**src/rtl/reg_scoreboard_pkg.sv**
```systemverilog
// Shared types for the register-use scoreboard: instruction layout, opcode set and
// the register-use decode that forwarding logic can reuse.
package reg_scoreboard_pkg;

  localparam int SB_CNT_W = 2;

  typedef enum logic [6:0] {
    OP_LOAD    = 7'b0000011,
    OP_REG_IMM = 7'b0010011,
    OP_AUIPC   = 7'b0010111,
    OP_STORE   = 7'b0100011,
    OP_REG_REG = 7'b0110011,
    OP_LUI     = 7'b0110111,
    OP_BRANCH  = 7'b1100011,
    OP_JALR    = 7'b1100111,
    OP_JAL     = 7'b1101111
  } opcode_t;

  typedef struct packed {
    logic [6:0] funct7;
    logic [4:0] rs2;
    logic [4:0] rs1;
    logic [2:0] funct3;
    logic [4:0] rd;
    logic [6:0] opcode;
  } Insn;

  typedef struct packed {
    logic [4:0] rs1;
    logic [4:0] rs2;
    logic [4:0] rd;
    logic       wback;
  } RegUse;

  // Fields an opcode does not use read as register 0, which is never tracked.
  function automatic RegUse decode_reg_use(input Insn insn);
    RegUse u;
    u = '0;
    case (insn.opcode)
      OP_REG_REG: begin
        u.rs1   = insn.rs1;
        u.rs2   = insn.rs2;
        u.rd    = insn.rd;
        u.wback = 1'b1;
      end
      OP_REG_IMM, OP_JALR, OP_LOAD: begin
        u.rs1   = insn.rs1;
        u.rd    = insn.rd;
        u.wback = 1'b1;
      end
      OP_BRANCH, OP_STORE: begin
        u.rs1 = insn.rs1;
        u.rs2 = insn.rs2;
      end
      OP_JAL, OP_AUIPC, OP_LUI: begin
        u.rd    = insn.rd;
        u.wback = 1'b1;
      end
      default: ;
    endcase
    return u;
  endfunction

endpackage

```
**src/rtl/reg_scoreboard_sb_counter.sv**
```systemverilog
// Per-register pending-write counter: one increment and up to two decrements per
// cycle, clamping at zero with an underflow flag, plus a synchronous clear.
module sb_counter #(
  parameter int CNT_W = 2
) (
  input  logic             clk,
  input  logic             rst_n,
  input  logic             clear,
  input  logic             inc,
  input  logic [1:0]       dec,
  output logic [CNT_W-1:0] count,
  output logic [CNT_W-1:0] count_next,
  output logic             underflow
);

  localparam int XW = CNT_W + 2;
  localparam logic [XW-1:0] MAX = XW'((1 << CNT_W) - 1);

  logic [XW-1:0] up;
  logic [XW-1:0] dec_x;
  logic [XW-1:0] diff;

  // Net the increment against both decrements so same-cycle events cancel.
  always_comb begin
    up         = {2'b00, count} + {{(XW-1){1'b0}}, inc};
    dec_x      = {{CNT_W{1'b0}}, dec};
    diff       = up - dec_x;
    underflow  = 1'b0;
    count_next = count;
    if (clear) begin
      count_next = '0;
    end else if (up < dec_x) begin
      underflow  = 1'b1;
      count_next = '0;
    end else if (diff > MAX) begin
      count_next = MAX[CNT_W-1:0];
    end else begin
      count_next = diff[CNT_W-1:0];
    end
  end

  always_ff @(posedge clk or negedge rst_n) begin
    if (!rst_n) count <= '0;
    else        count <= count_next;
  end

endmodule

```
**src/rtl/reg_scoreboard.sv**
```systemverilog
// Register-use scoreboard for decode: tracks pending writes per register and stalls
// on busy sources or a saturated destination. SCOREBOARD_WB_BYPASS_EN lets a source
// whose last pending write retires this cycle be read without stalling.
module reg_scoreboard
  import reg_scoreboard_pkg::*;
#(
  parameter int NREGS = 32,
  parameter int CNT_W = SB_CNT_W
) (
  input  logic               clk,
  input  logic               rst_n,
  input  Insn                i_insn,
  input  logic               i_valid,
  input  logic               i_issue,
  input  logic               i_wb_valid,
  input  logic [4:0]         i_wb_wreg,
  input  logic               i_kill_valid,
  input  logic [4:0]         i_kill_wreg,
  input  logic               i_flush,
  output logic               o_stall,
  output logic [NREGS-1:0]   o_busy,
  output logic               o_err,
  output logic [CNT_W+4:0]   o_inflight
);

  localparam int IW = CNT_W + 5;
  localparam logic [CNT_W-1:0] CNT_MAX = '1;
  localparam logic [CNT_W-1:0] CNT_ONE = CNT_W'(1);

  RegUse            ru;
  logic [CNT_W-1:0] cnt      [NREGS];
  logic [CNT_W-1:0] cnt_next [NREGS];
  logic [NREGS-1:0] under;
  logic             rs1_busy;
  logic             rs2_busy;
  logic             rd_sat;
  logic             issue_ok;
  logic [IW-1:0]    sum;

  assign ru = decode_reg_use(i_insn);

  always_comb begin
    rs1_busy = (ru.rs1 != 5'd0) && (cnt[ru.rs1] != '0);
    rs2_busy = (ru.rs2 != 5'd0) && (cnt[ru.rs2] != '0);
`ifdef SCOREBOARD_WB_BYPASS_EN
    // The register file writes through, so a retiring last writer is readable now.
    if (cnt[ru.rs1] == CNT_ONE && i_wb_valid && i_wb_wreg == ru.rs1) rs1_busy = 1'b0;
    if (cnt[ru.rs2] == CNT_ONE && i_wb_valid && i_wb_wreg == ru.rs2) rs2_busy = 1'b0;
`endif
    rd_sat   = ru.wback && (ru.rd != 5'd0) && (cnt[ru.rd] == CNT_MAX);
    o_stall  = i_valid && (rs1_busy || rs2_busy || rd_sat);
    issue_ok = i_issue && i_valid && !o_stall && ru.wback && (ru.rd != 5'd0);
  end

  assign cnt[0]      = '0;
  assign cnt_next[0] = '0;
  assign under[0]    = 1'b0;
  assign o_busy[0]   = 1'b0;

  for (genvar r = 1; r < NREGS; r++) begin : g_reg
    logic [1:0] dec;
    assign dec = {1'b0, i_wb_valid && (i_wb_wreg == 5'(r))}
               + {1'b0, i_kill_valid && (i_kill_wreg == 5'(r))};

    sb_counter #(.CNT_W(CNT_W)) u_cnt (
      .clk        (clk),
      .rst_n      (rst_n),
      .clear      (i_flush),
      .inc        (issue_ok && (ru.rd == 5'(r))),
      .dec        (dec),
      .count      (cnt[r]),
      .count_next (cnt_next[r]),
      .underflow  (under[r])
    );

    assign o_busy[r] = (cnt[r] != '0);
  end

  always_comb begin
    sum = '0;
    for (int r = 0; r < NREGS; r++) sum = sum + IW'(cnt_next[r]);
  end

  always_ff @(posedge clk or negedge rst_n) begin
    if (!rst_n) begin
      o_err      <= 1'b0;
      o_inflight <= '0;
    end else begin
      o_err      <= o_err | (|under) | (i_issue && o_stall && !i_flush);
      o_inflight <= sum;
    end
  end

endmodule

```
**config.mk**
```make
export PLATFORM = sky130hd
export DESIGN_NAME = reg_scoreboard
export DESIGN_NICKNAME = d
export VERILOG_FILES = /design/src/rtl/reg_scoreboard_pkg.sv /design/src/rtl/reg_scoreboard_sb_counter.sv /design/src/rtl/reg_scoreboard.sv
export SDC_FILE = /design/constraint.sdc
export NUM_CORES = 1
export LEC_CHECK = 0
export BUFFER_PORTS_ARGS = -buffer_cell sky130_fd_sc_hd__buf_2
export CORE_ASPECT_RATIO = 1.75
export CORE_MARGIN = 8
export CORE_UTILIZATION = 63
export CTS_CLUSTER_DIAMETER = 60
export CTS_CLUSTER_SIZE = 30
export DETAILED_ROUTE_END_ITERATION = 16
export PLACE_DENSITY = 0.8
export SYNTH_ARGS = -nofsm -noshare
export SYNTH_HDL_FRONTEND = slang
export SYNTH_SLANG_ARGS = --single-unit
```
**constraint.sdc**
```tcl
create_clock -name clk -period 12.9 [get_ports clk]
set_clock_uncertainty 0.1 [all_clocks]
set_input_delay 2.58 -clock clk [delete_from_list [all_inputs] [get_ports clk]]
set_output_delay 2.58 -clock clk [all_outputs]
set_load 0.005 [all_outputs]
```
==> results.sh <==
export IMPL_dpl_worst_slack_ns=0.6806
export IMPL_drt_wl_total_um=32390
export IMPL_setup_violations_final=0
export IMPL_grt_setup_unrepaired="false"
export IMPL_worst_slew_pin_slew_ns=1.011
export IMPL_die_y_um=188.3
export IMPL_hpwl_um=26120
export IMPL_vias=9038
export IMPL_max_freq_mhz=83.66
export IMPL_ctsHoldBuffers=0
export IMPL_synth_top_cell_by_area="fa_1"
export IMPL_clock_sinks=70
export IMPL_grt_max_degree=71
export IMPL_ys_top_cells_by_count="inv_1, ha_1, fa_1, nor2_1, dfrtp_1"
export IMPL_grt_pass1_vias=9819
export IMPL_grt_use_total_pct=31.37
export IMPL_ys_ff_latch=70
export IMPL_synth_edf_count=0
export IMPL_cts_root_to_sink_buffers=2
export IMPL_fin_util_pct=68.89
export IMPL_synth_async_sr_flop_share_pct=100.0
export IMPL_fin_ws_ns=0.9475
export IMPL_synth_top_area_share_pct=22.29
export IMPL_drc=0
export IMPL_min_path_cells=2
export IMPL_areaGrowthSynthToFinish_pct=8.217
export IMPL_grt_pass1_wl_um=51090
export IMPL_yosysWarnings=0
export IMPL_fillers=1327
export IMPL_relSlewSlack_pct=32.63
export IMPL_peakVddDrop_mv=0.7835
export IMPL_post_route_period_util_pct=92.66
export IMPL_firstDrtPassIters=8
export IMPL_portBuffers=78
export IMPL_fin_area_um2=11570
export IMPL_cts_resized=0
export IMPL_syn_area_um2=10690
export IMPL_syn_instance_count=1159
export IMPL_maxSlewViolCount=0
export IMPL_arrival_ns=12.13
export IMPL_syn_avg_cell_area_um2=9.223
export IMPL_comb_power_share_pct=78.6
export IMPL_p_leak_nw=5.844
export IMPL_power_total_mw=3.055
export IMPL_htreeDepth=3
export IMPL_endpoint="o_inflight[5]"
export IMPL_drive_gt1_share_pct=12.60
export IMPL_synth_cell_types=68
export IMPL_nNetsFinal=1550
export IMPL_antenna_found_initial=0
export IMPL_hold_viol_final=0
export IMPL_r2r_end="o_inflight[5]"
export IMPL_cpMaxStageDelayCell="or4b_1"
export IMPL_drtIter0Drc=642
export IMPL_cpPeakStageDelay_ns=0.66
export IMPL_gp_congestion=0.9786
export IMPL_seqPwrFrac_pct=12.7
export IMPL_diodes=0
export IMPL_final_setup_tns_ns=0
export IMPL_swShare_pct=49.98
export IMPL_required_ns=13.08
export IMPL_r2r_setup_slack_ns=2.57
export IMPL_critical_path_class="primary input to flop"
export IMPL_cap_violations=0
export IMPL_grt_ovfl_total=0
export IMPL_post_cts_buffers=0
export IMPL_ant_nets=0
export IMPL_vias_per_cell=6.237
export IMPL_die_w_um=114.5
export IMPL_status="finished clean"
export IMPL_cp_start_kind="primary input"
export IMPL_holdWs_ns=0.5055
export IMPL_place_area_um2=11270
export IMPL_cts_buffers_inserted=9
export IMPL_clkPwrFrac_pct=8.7
export IMPL_worstRegToRegCells=31
export IMPL_power_density_nw_per_um2=264.1
export IMPL_switchingPower_mw=1.527
export IMPL_postSynthNetCount=1492
export IMPL_dp_cells=1433
export IMPL_path_clk_slew_ns=0.06
export IMPL_routedWlPerCell_um=22.35
export IMPL_synth_ff_type="dfrtp_1"
export IMPL_ys_seq_area_share_pct=16.39
export IMPL_startpoint="i_insn[17]"
export IMPL_cts_tree="yes"
export IMPL_dieArea_um2=21550
export IMPL_cpMostUsedCell="fa_1"
export IMPL_yosysMostFrequentCell="inv_1"
export IMPL_initial_core_util_pct=63.66
export IMPL_root_buffer="clkbuf_16"
export IMPL_hold_class="flop to flop"
export IMPL_intPower_mw=1.528
export IMPL_synth_area_leaders="fa_1, ha_1, dfrtp_1, inv_1, nor2_1"
export IMPL_endpoint_kind="flop"
export IMPL_insertion_delay_ns=0.35
export IMPL_io_pins=90
export IMPL_rows=63
export IMPL_stdcell_count=1449
export IMPL_crit_fanout=22
export IMPL_core_area_um2=16790
export IMPL_min_period_ns=11.95
export IMPL_r2r_start="g_reg[9].u_cnt.count[1]"
## layout by cell type, fill, tap and decap left out, types with 3 or more instances in the layout
master	instances
inv_1	266
ha_1	165
fa_1	119
nor2_1	106
buf_2	77
dfrtp_1	70
a211o_1	37
a211oi_1	35
nor2b_1	30
nor4_2	30
nand2_1	29
a21oi_1	22
nand3_1	19
nor3b_1	16
o21ai_0	15
o21a_1	13
nor3_1	12
or2_2	10
nand2b_1	10
buf_4	10
a31oi_1	9
or2_1	9
nor4_1	9
clkbuf_16	9
nand4_1	7
mux4_2	6
o31ai_1	5
o211ai_1	4
a21o_1	4
nand3b_1	3
mux2i_1	3
or3_1	3
and3_1	3
o311ai_0	3
xnor2_1	3
## power groups by stage
stage	clock (mW)	combinational, mW	sequential [mW]
after global routing	0.272	2.80	0.395
after global placement	0	2.26	0.387
after CTS	0.264	2.44	0.385
after floorplan	0	1.82	0.365
final	0.265	2.40	0.389
after detailed placement	0	2.43	0.389
## how the worst min path moves through the flow
stage	start	to	slack, ns
6_report	o_err	o_err	0.51
5_1_grt	o_err	o_err	0.53
4_1_cts	o_err	o_err	0.50
3_5_place_dp	o_err	o_err	0.49
3_3_place_gp	o_err	o_err	0.48
2_1_floorplan	o_err	o_err	0.48
## registers in the layout (all words and copies together), names as in the netlist
name,cells
g.u_cnt.count,62
o_inflight,7
o_err,1
## critical path: cells and delay by family
family / cells / cell delay (ns)
AOI/OAI and AO/OA: 5 / 1.27
xor gates and xnor gates: 1 / 0.13
adders and majority gates: 13 / 5.43
buffers and inverters: 7 / 0.85
muxes: 1 / 0.51
and+or+nand+nor: 4 / 1.33
## final cells by class
| type | count | area [um2] | area share, % |
|---|---|---|---|
| multi-input combinational | 779 | 7740 | 66.91 |
| tap | 227 | 284.0 | 2.455 |
| sequential | 70 | 1752 | 15.14 |
| clock buffer | 11 | 242.7 | 2.098 |
| timing repair buffer | 88 | 480.5 | 4.154 |
| clock inverter | 5 | 58.81 | 0.5084 |
| inverter | 269 | 1010 | 8.729 |
## kinds of logic after synthesis
| kind of cell | after synthesis | share of synthesized area (%) |
|---|---|---|
| muxes | 11 | 1.756 |
| adders and majority gates | 284 | 41.60 |
| and+or+nand+nor | 305 | 16.50 |
| AOI/OAI and AO/OA | 173 | 12.10 |
| buffers and inverters | 310 | 11.20 |
| xor gates and xnor gates | 5 | 0.4098 |
| other | 1 | 0.03508 |
| DFF | 70 | 16.39 |
## per-layer routing
metal | vias up | wire length, um | track usage (%)
met5 | - | 0 | 0
met4 | 0 | 3319 | 30.14
met3 | 190 | 2101 | 4.872
met2 | 477 | 16340 | 52.63
met1 | 4392 | 10640 | 32.24
li1 | 3979 | - | -
Power figures use the tool's default switching activity.
